**src/rtl/cache_fill_ctrl_pkg.sv**
```systemverilog
// Shared cache definitions: bus widths, request kinds and fill-controller state encoding.
package cache_fill_ctrl_pkg;

  localparam int DEF_ADDR_W     = 16;
  localparam int DEF_DATA_W     = 8;
  localparam int DEF_LINE_BYTES = 4;

  localparam logic REQ_KIND_READ  = 1'b0;
  localparam logic REQ_KIND_WRITE = 1'b1;

  typedef enum logic [2:0] {
    ST_IDLE       = 3'd0,
    ST_WRITE_THRU = 3'd1,
    ST_FILL       = 3'd2,
    ST_TAG_UPDATE = 3'd3,
    ST_DONE       = 3'd4
  } fill_state_e;

endpackage

```
**src/rtl/cache_fill_ctrl_if.sv**
```systemverilog
// Cache-side request, memory beat and fill/tag write signals of the fill controller.
interface cache_fill_ctrl_if
  import cache_fill_ctrl_pkg::*;
#(
  parameter int ADDRESS_BUS_WIDTH = DEF_ADDR_W,
  parameter int DATA_BUS_WIDTH    = DEF_DATA_W
) ();

  logic                         req_valid;
  logic                         req_write;
  logic [ADDRESS_BUS_WIDTH-1:0] req_addr;
  logic [DATA_BUS_WIDTH-1:0]    req_wdata;
  logic                         stall;
  logic                         done;
  logic                         mem_req;
  logic                         mem_we;
  logic [ADDRESS_BUS_WIDTH-1:0] mem_addr;
  logic [DATA_BUS_WIDTH-1:0]    mem_wdata;
  logic                         mem_ack;
  logic [DATA_BUS_WIDTH-1:0]    mem_rdata;
  logic                         fill_we;
  logic [ADDRESS_BUS_WIDTH-1:0] fill_addr;
  logic [DATA_BUS_WIDTH-1:0]    fill_data;
  logic                         tag_we;
  logic [ADDRESS_BUS_WIDTH-1:0] tag_addr;

  // The controller side.
  modport slave (
    input  req_valid, req_write, req_addr, req_wdata, mem_ack, mem_rdata,
    output stall, done, mem_req, mem_we, mem_addr, mem_wdata,
    output fill_we, fill_addr, fill_data, tag_we, tag_addr
  );

  // The cache/memory environment side.
  modport master (
    output req_valid, req_write, req_addr, req_wdata, mem_ack, mem_rdata,
    input  stall, done, mem_req, mem_we, mem_addr, mem_wdata,
    input  fill_we, fill_addr, fill_data, tag_we, tag_addr
  );

endinterface

```
**src/rtl/cache_fill_ctrl.sv**
```systemverilog
// Cache miss controller: single-byte write-through or a full line fill from memory,
// followed by a tag/valid write that only happens once every beat of the line has landed.
module cache_fill_ctrl
  import cache_fill_ctrl_pkg::*;
#(
  parameter int ADDRESS_BUS_WIDTH = DEF_ADDR_W,
  parameter int DATA_BUS_WIDTH    = DEF_DATA_W,
  parameter int LINE_BYTES        = DEF_LINE_BYTES
) (
  input logic               clock,
  input logic               reset,
  cache_fill_ctrl_if.slave  bus
);

  localparam int AW = ADDRESS_BUS_WIDTH;
  localparam int DW = DATA_BUS_WIDTH;
  localparam int BW = $clog2(LINE_BYTES);

  fill_state_e   state_q, state_d;
  logic [AW-1:0] addr_q, addr_d;
  logic [DW-1:0] wdata_q, wdata_d;
  logic          write_q, write_d;
  logic [BW-1:0] beat_q, beat_d;
  logic          fill_we_q, fill_we_d;
  logic [AW-1:0] fill_addr_q, fill_addr_d;
  logic [DW-1:0] fill_data_q, fill_data_d;

  logic [AW-1:0] line_base;
  logic [AW-1:0] beat_addr;
  logic          last_beat;

  assign line_base = {addr_q[AW-1:BW], {BW{1'b0}}};
  assign beat_addr = {addr_q[AW-1:BW], beat_q};
  assign last_beat = (beat_q == BW'(LINE_BYTES - 1));

  always_ff @(posedge clock or posedge reset) begin
    if (reset) begin
      state_q     <= ST_IDLE;
      addr_q      <= '0;
      wdata_q     <= '0;
      write_q     <= 1'b0;
      beat_q      <= '0;
      fill_we_q   <= 1'b0;
      fill_addr_q <= '0;
      fill_data_q <= '0;
    end else begin
      state_q     <= state_d;
      addr_q      <= addr_d;
      wdata_q     <= wdata_d;
      write_q     <= write_d;
      beat_q      <= beat_d;
      fill_we_q   <= fill_we_d;
      fill_addr_q <= fill_addr_d;
      fill_data_q <= fill_data_d;
    end
  end

  always_comb begin
    state_d     = state_q;
    addr_d      = addr_q;
    wdata_d     = wdata_q;
    write_d     = write_q;
    beat_d      = beat_q;
    fill_we_d   = 1'b0;
    fill_addr_d = fill_addr_q;
    fill_data_d = fill_data_q;
    case (state_q)
      ST_IDLE: begin
        if (bus.req_valid) begin
          addr_d  = bus.req_addr;
          wdata_d = bus.req_wdata;
          write_d = bus.req_write;
          beat_d  = '0;
          state_d = (bus.req_write == REQ_KIND_WRITE) ? ST_WRITE_THRU : ST_FILL;
        end
      end
      ST_WRITE_THRU: begin
        if (bus.mem_ack) state_d = ST_DONE;
      end
      ST_FILL: begin
        // The cache write lags the ack by one cycle, so the last one overlaps TAG_UPDATE.
        if (bus.mem_ack) begin
          fill_we_d   = 1'b1;
          fill_addr_d = beat_addr;
          fill_data_d = bus.mem_rdata;
          beat_d      = beat_q + BW'(1);
          if (last_beat) state_d = ST_TAG_UPDATE;
        end
      end
      ST_TAG_UPDATE: state_d = ST_DONE;
      ST_DONE:       state_d = ST_IDLE;
      default:       state_d = ST_IDLE;
    endcase
  end

  logic          stall_c, done_c, mem_req_c, mem_we_c, tag_we_c;
  logic [AW-1:0] mem_addr_c, tag_addr_c;
  logic [DW-1:0] mem_wdata_c;

  always_comb begin
    stall_c     = 1'b0;
    done_c      = 1'b0;
    mem_req_c   = 1'b0;
    mem_we_c    = 1'b0;
    mem_addr_c  = '0;
    mem_wdata_c = '0;
    tag_we_c    = 1'b0;
    tag_addr_c  = '0;
    case (state_q)
      ST_WRITE_THRU: begin
        stall_c     = 1'b1;
        mem_req_c   = 1'b1;
        mem_we_c    = write_q;
        mem_addr_c  = addr_q;
        mem_wdata_c = wdata_q;
      end
      ST_FILL: begin
        stall_c    = 1'b1;
        mem_req_c  = 1'b1;
        mem_we_c   = write_q;
        mem_addr_c = beat_addr;
      end
      ST_TAG_UPDATE: begin
        stall_c    = 1'b1;
        tag_we_c   = 1'b1;
        tag_addr_c = line_base;
      end
      ST_DONE: done_c = 1'b1;
      default: ;
    endcase
  end

  assign bus.stall     = stall_c;
  assign bus.done      = done_c;
  assign bus.mem_req   = mem_req_c;
  assign bus.mem_we    = mem_we_c;
  assign bus.mem_addr  = mem_addr_c;
  assign bus.mem_wdata = mem_wdata_c;
  assign bus.fill_we   = fill_we_q;
  assign bus.fill_addr = fill_addr_q;
  assign bus.fill_data = fill_data_q;
  assign bus.tag_we    = tag_we_c;
  assign bus.tag_addr  = tag_addr_c;

endmodule

```
**src/flat_wrapper.sv**
```systemverilog
// flat-port wrapper written by rule: the top's interface ports become plain ports
module cache_fill_ctrl_flat import cache_fill_ctrl_pkg::*;
#(
  parameter int ADDRESS_BUS_WIDTH = DEF_ADDR_W,
  parameter int DATA_BUS_WIDTH    = DEF_DATA_W,
  parameter int LINE_BYTES        = DEF_LINE_BYTES
)
  (clock, reset, bus_req_valid, bus_req_write, bus_req_addr, bus_req_wdata, bus_mem_ack, bus_mem_rdata, bus_stall, bus_done, bus_mem_req, bus_mem_we, bus_mem_addr, bus_mem_wdata, bus_fill_we, bus_fill_addr, bus_fill_data, bus_tag_we, bus_tag_addr);
  cache_fill_ctrl_if #(.ADDRESS_BUS_WIDTH(ADDRESS_BUS_WIDTH), .DATA_BUS_WIDTH(DATA_BUS_WIDTH)) bus_i ();
  input logic clock;
  input logic reset;
  input wire logic [$bits(bus_i.req_valid)-1:0] bus_req_valid;
  input wire logic [$bits(bus_i.req_write)-1:0] bus_req_write;
  input wire logic [$bits(bus_i.req_addr)-1:0] bus_req_addr;
  input wire logic [$bits(bus_i.req_wdata)-1:0] bus_req_wdata;
  input wire logic [$bits(bus_i.mem_ack)-1:0] bus_mem_ack;
  input wire logic [$bits(bus_i.mem_rdata)-1:0] bus_mem_rdata;
  output wire logic [$bits(bus_i.stall)-1:0] bus_stall;
  output wire logic [$bits(bus_i.done)-1:0] bus_done;
  output wire logic [$bits(bus_i.mem_req)-1:0] bus_mem_req;
  output wire logic [$bits(bus_i.mem_we)-1:0] bus_mem_we;
  output wire logic [$bits(bus_i.mem_addr)-1:0] bus_mem_addr;
  output wire logic [$bits(bus_i.mem_wdata)-1:0] bus_mem_wdata;
  output wire logic [$bits(bus_i.fill_we)-1:0] bus_fill_we;
  output wire logic [$bits(bus_i.fill_addr)-1:0] bus_fill_addr;
  output wire logic [$bits(bus_i.fill_data)-1:0] bus_fill_data;
  output wire logic [$bits(bus_i.tag_we)-1:0] bus_tag_we;
  output wire logic [$bits(bus_i.tag_addr)-1:0] bus_tag_addr;
  assign bus_i.req_valid = bus_req_valid;
  assign bus_i.req_write = bus_req_write;
  assign bus_i.req_addr = bus_req_addr;
  assign bus_i.req_wdata = bus_req_wdata;
  assign bus_i.mem_ack = bus_mem_ack;
  assign bus_i.mem_rdata = bus_mem_rdata;
  assign bus_stall = bus_i.stall;
  assign bus_done = bus_i.done;
  assign bus_mem_req = bus_i.mem_req;
  assign bus_mem_we = bus_i.mem_we;
  assign bus_mem_addr = bus_i.mem_addr;
  assign bus_mem_wdata = bus_i.mem_wdata;
  assign bus_fill_we = bus_i.fill_we;
  assign bus_fill_addr = bus_i.fill_addr;
  assign bus_fill_data = bus_i.fill_data;
  assign bus_tag_we = bus_i.tag_we;
  assign bus_tag_addr = bus_i.tag_addr;
  cache_fill_ctrl #(.ADDRESS_BUS_WIDTH(ADDRESS_BUS_WIDTH), .DATA_BUS_WIDTH(DATA_BUS_WIDTH), .LINE_BYTES(LINE_BYTES)) u_core (.clock(clock), .reset(reset), .bus(bus_i));
endmodule
```
**config.mk**
```make
export PLATFORM = sky130hd
export DESIGN_NAME = cache_fill_ctrl_flat
export DESIGN_NICKNAME = d
export VERILOG_FILES = /design/src/rtl/cache_fill_ctrl_pkg.sv /design/src/rtl/cache_fill_ctrl_if.sv /design/src/rtl/cache_fill_ctrl.sv /design/src/flat_wrapper.sv
export SDC_FILE = /design/constraint.sdc
export NUM_CORES = 1
export LEC_CHECK = 0
export ABC_AREA = 1
export BUFFER_PORTS_ARGS = -buffer_cell sky130_fd_sc_hd__buf_2
export CAP_MARGIN = 20
export CORE_ASPECT_RATIO = 1.2
export CORE_MARGIN = 4
export CORE_UTILIZATION = 50
export CTS_CLUSTER_SIZE = 30
export DETAILED_ROUTE_END_ITERATION = 16
export GPL_TIMING_DRIVEN = 0
export PLACE_DENSITY_LB_ADDON = 0.1
export SLEW_MARGIN = 15
export SYNTH_ARGS = -nofsm -noshare
export SYNTH_HDL_FRONTEND = slang
export SYNTH_SLANG_ARGS = --single-unit
export TNS_END_PERCENT = 50
```
**constraint.sdc**
```tcl
create_clock -name clock -period 3 [get_ports clock]
set_input_delay 0.45 -clock clock [delete_from_list [all_inputs] [get_ports clock]]
set_output_delay 0.45 -clock clock [all_outputs]
set_load 0.005 [all_outputs]
```
Word level (Yosys, flattened, before mapping)
Index checks and enable logic that the tools add are counted.
{"block": "op_classes", "mux": 19, "n_addsub": 1, "reduce_logical": 8, "n_eq_ne": 9}
{"operator": "case mux 16 bit (2 select lines)", "n": 1}
{"operator": "2-to-1 mux 16 bit", "n": 1}
{"operator": "2-to-1 mux 3 bit", "n": 4}
{"operator": "case mux 3 bit (4 select lines)", "n": 1}
{"operator": "2-to-1 mux 8 bit", "n": 1}
{"operator": "2-to-1 mux 1 bit", "n": 7}
{"operator": "equality test 3 x 2 -> 1 bit, second input constant", "n": 2}
{"operator": "2-to-1 mux 2 bit", "n": 3}
{"operator": "!= test 2 bit, second input constant", "n": 3}
{"operator": "case mux 2 bit (2 select lines)", "n": 1}
{"operator": "AND reduction 2 bit", "n": 2}
{"operator": "AND reduction 4 bit", "n": 1}
{"operator": "equality test 3 x 1 -> 1 bit, second input constant", "n": 1}
{"operator": "equality test 3 bit, second input constant", "n": 1}
{"operator": "logical NOT 3 bit", "n": 1}
{"operator": "AND reduction 3 bit", "n": 1}
{"operator": "OR reduction 3 bit", "n": 1}
{"operator": "adder 2 x 1 -> 2 bit, second input constant", "n": 1}
{"operator": "equality test 2 bit, second input constant", "n": 1}
{"operator": "!= test 2 x 1 -> 1 bit, second input constant", "n": 1}
{"operator": "nonzero test 2 bit", "n": 1}
{"operator": "OR reduction 2 bit", "n": 1}
{"block": "totals", "reg_bits": 55, "inputBits": 37}

Logic depth before layout (Yosys ltp)
{"block": "depth", "word_depth": 4, "ltp_mapped": 7, "mapped_depth_nobuf": 6}

Worst setup path before layout
OpenSTA, ideal clock, no wires.
{"block": "synth_timing", "kind": "reg-to-output", "from": "reg u_core.state_q[1]", "to": "out bus_mem_addr[10]", "stages_incl_launch_ff": 8, "t_required_ns": 2.550, "arrival_time_ns": 1.147, "setup_slack_ns": 1.403, "path_cell_list": "dfrtp_1 > buf_2 > inv_1 > nand2_2 > nand2_1 > inv_1 > buf_6 > nor2_1"}
{"block": "synth_via", "elab_chain_cells": 2, "word_cells_on_any_way": 3, "classes_between": "eq/ne (2); mux (1)"}
{"item": "start, declared", "line": "cache_fill_ctrl.sv:19", "rtl": "fill_state_e state_q, state_d;"}
{"item": "start signal, assigned", "line": "cache_fill_ctrl.sv:47", "rtl": "state_q <= state_d;"}
{"item": "equality test 3 x 2 -> 1 bit or equality test 3 x 1 -> 1 bit (tied branches)", "line": "cache_fill_ctrl.sv:109", "rtl": "case (state_q)"}
{"item": "case mux 16 bit (2 select lines) (*)", "line": "cache_fill_ctrl.sv:109"}
{"item": "end, declared", "line": "flat_wrapper.sv:22", "rtl": "output wire logic [$bits(bus_i.mem_addr)-1:0] bus_mem_addr;"}
Mark *: on every way between the ends. The rest lies on a longest branch, timed or not.

Worst setup path after layout
{"block": "layout_timing", "from": "reg u_core.state_q[1]", "to": "out bus_mem_addr[14]"}
Same word-level chain as after synthesis.

==> flow_summary.json <==
{
  "coreArea_sq_um": 4590,
  "crit_start": "u_core.state_q[1]",
  "critPathBufInv": 5,
  "drive_above_1_share_pct": 32.0,
  "firstDrtPassIters": 4,
  "hold_viol_final": 0,
  "insertedDiodeCount": 0,
  "crit_type": "reg -> out",
  "finalCriticalPeriod_ps": 2250,
  "cp_max_fo": 10,
  "synthTopCellsByArea": "dfrtp_1 58%, nor2_1 10%, nand2_1 8.2%",
  "place.detailed.hpwl_mm": 4.41,
  "ys_warn_count": 0,
  "grt_overflow": 0,
  "cp_top_family": "buffers and inverters",
  "powerDensity_nw_per_um2": 1070,
  "grt_pass1_vias": 2129,
  "net-switching-power_mw": 1.34,
  "cts_resized": 0,
  "slew_headroom_pct": 64.6,
  "comb_power_share_pct": 47.6,
  "cts.sinks": 55,
  "switching_share_pct": 40.1,
  "synth_edf_count": 0,
  "ys_ff_latch": 55,
  "numCtsBuffers": 5,
  "reg2regPathDepth": 5,
  "antenna_found_initial": 0,
  "area_growth_pct": 31.0,
  "p_leak_nw": 1.86,
  "avgRoutedWirePerCell_um": 13.1,
  "crit_chain": "buf_2 > inv_1 > nand2_2 > nand2_1 > inv_1 > buf_6 > nor2_1 > buf_2",
  "synth_most_common_cell": "nor2_1",
  "p_seq_share_pct": 37.3,
  "worstPathArrival_ps": 1800,
  "startpoint_type": "register",
  "p_int_mw": 2.00,
  "pre_cts_ws_ps": 1090,
  "die_w_um": 70.8,
  "slowest_delay_ps": 320,
  "final_util_pct": 67.6,
  "port_buffers": 104,
  "syn_area_per_cell_sq_um": 8.29,
  "cts_setup_buffers": 0,
  "syn_area_sq_um": 2370,
  "die_area_sq_um": 5910,
  "hold_class": "in -> async",
  "clk_latency_ps": 310,
  "synth_common_cells": "65 x nor2_1, 55 x dfrtp_1, 52 x nand2_1",
  "setup_viol": 0,
  "ant_nets": 0,
  "fin_crit_sh_pct": 75.0,
  "rows": 27,
  "vias": 2213,
  "setup_ws_ps": 750,
  "synth_flop_cell": "dfrtp_1",
  "grt_pass1_wl_mm": 9.86,
  "cts-root-buf": "clkbuf_8",
  "wl_mm": 5.99,
  "worst-path-stages": 8,
  "yosysSeqAreaShare_pct": 58.1,
  "yosys.area.top_type_share_pct": 58.1,
  "htreeDepth": 2,
  "synth-async-reset-ratio_pct": 100,
  "required_ps": 2550,
  "r2r_start": "u_core.state_q[2]",
  "holdBufCountCts": 0,
  "end_kind": "output pin",
  "cp_slowest_cell": "dfrtp_1",
  "first_iter_violations": 120,
  "vdd_drop_max_mv": 0.556,
  "viasPerCell": 4.83,
  "grt_max_degree": 33,
  "cts_tree": "done",
  "fmax_mhz": 444,
  "ios": 107,
  "route.detailed.drc": 0,
  "status": "finished clean",
  "worst_slew_pin_slew_ps": 529,
  "drv_cap": 0,
  "clockBufferDepth": 2,
  "setup_tns_ps": 0,
  "worst-r2r-setup-slack_ps": 1450,
  "whs_ps": 170,
  "clockPowerShare_pct": 15.2,
  "gp_congestion": 0.850,
  "clock_skew_ps": 6.46,
  "synth_top_cell_by_area": "dfrtp_1",
  "timing.rr.end": "u_core.bus.fill_addr[8]",
  "finalMaxSlewViolations": 0,
  "clkTransAtPathRegs_ps": 100,
  "grt_use_total_pct": 20.8,
  "die_h_um": 83.4,
  "grt_setup_unrepaired": "no",
  "nNetsFinal": 437,
  "ys_types": 19,
  "synthCells": 286,
  "initial_core_util_pct": 51.6
}
-- flip-flops by register name, indices dropped and copies added, names as in the netlist --
register	count
u_core.write_q	1
u_core.state_q	3
u_core.beat_q	2
u_core.addr_q	16
u_core.bus.fill_addr	16
u_core.bus.fill_data	8
u_core.wdata_q	8
u_core.bus.fill_we	1
-- cells in the final DEF, fill, tap and decap left out, drive strengths merged --
cell    count
clkinv      2
buf       115
a21oi      22
nand3      10
o21ai      24
bufinv      1
inv        37
nor3        1
clkbuf     10
nor2       66
ha          1
dfrtp      55
conb        2
nand2      53
nand4       1
-- how the worst max path moves through the flow --
stage	slack, ps	end
3_5_place_dp	1090	bus_mem_addr[6]
5_1_grt	590	bus_mem_addr[14]
6_report	750	bus_mem_addr[14]
4_1_cts	750	bus_mem_addr[13]
3_3_place_gp	550	u_core.bus.fill_addr[5]
2_1_floorplan	1210	u_core.addr_q[0]
-- cells by family (layout without fill, tap and decap cells) --
group                    after synthesis  in the layout  share of synthesized area [%]
adder cells (fa/ha/maj)                1              1                          0.528
AND/OR/NAND/NOR                      131            131                           22.3
AO/OA/AOI/OAI                         46             46                           9.72
other                                  1              2                          0.158
buffers and inverters                 52            165                           9.24
flip-flops                            55             55                           58.1
-- per-stage QoR --
step	power (mW)	cells	instance area [sq um]
after floorplan	2.15	287	2370
after global placement	2.80	449	2970
final	3.33	458	3100
after CTS	3.37	458	3100
after detailed placement	2.86	450	2990
after global routing	3.64	458	3100
-- power groups by stage --
| stage | Combinational [mW] | Sequential, mW | Clock, mW |
|---|---|---|---|
| floorplan | 0.899 | 1.26 | 0 |
| global placement | 1.56 | 1.24 | 0 |
| detailed placement | 1.60 | 1.25 | 0 |
| CTS | 1.61 | 1.24 | 0.516 |
| global route | 1.81 | 1.28 | 0.549 |
| finish | 1.58 | 1.24 | 0.505 |
-- per-layer routing --
metal  routed length [um]  vias up  track usage, %
li1                     -     1097               -
met1                 2500     1045            25.4
met2                 3090       66            37.0
met3                  340        5            4.24
met4                   53        0            5.64
met5                    0        -               0
-- final cells by class --
type / count / area, sq um
clock inverter: 2 / 35.0
inverter: 38 / 143
multi-input combinational: 180 / 778
clock buffer: 6 / 82.6
tap: 58 / 72.6
timing repair buffer: 105 / 541
fill: 427 / 1490
buffer: 14 / 76.3
sequential: 55 / 1380
Power figures use the tool's default switching activity.
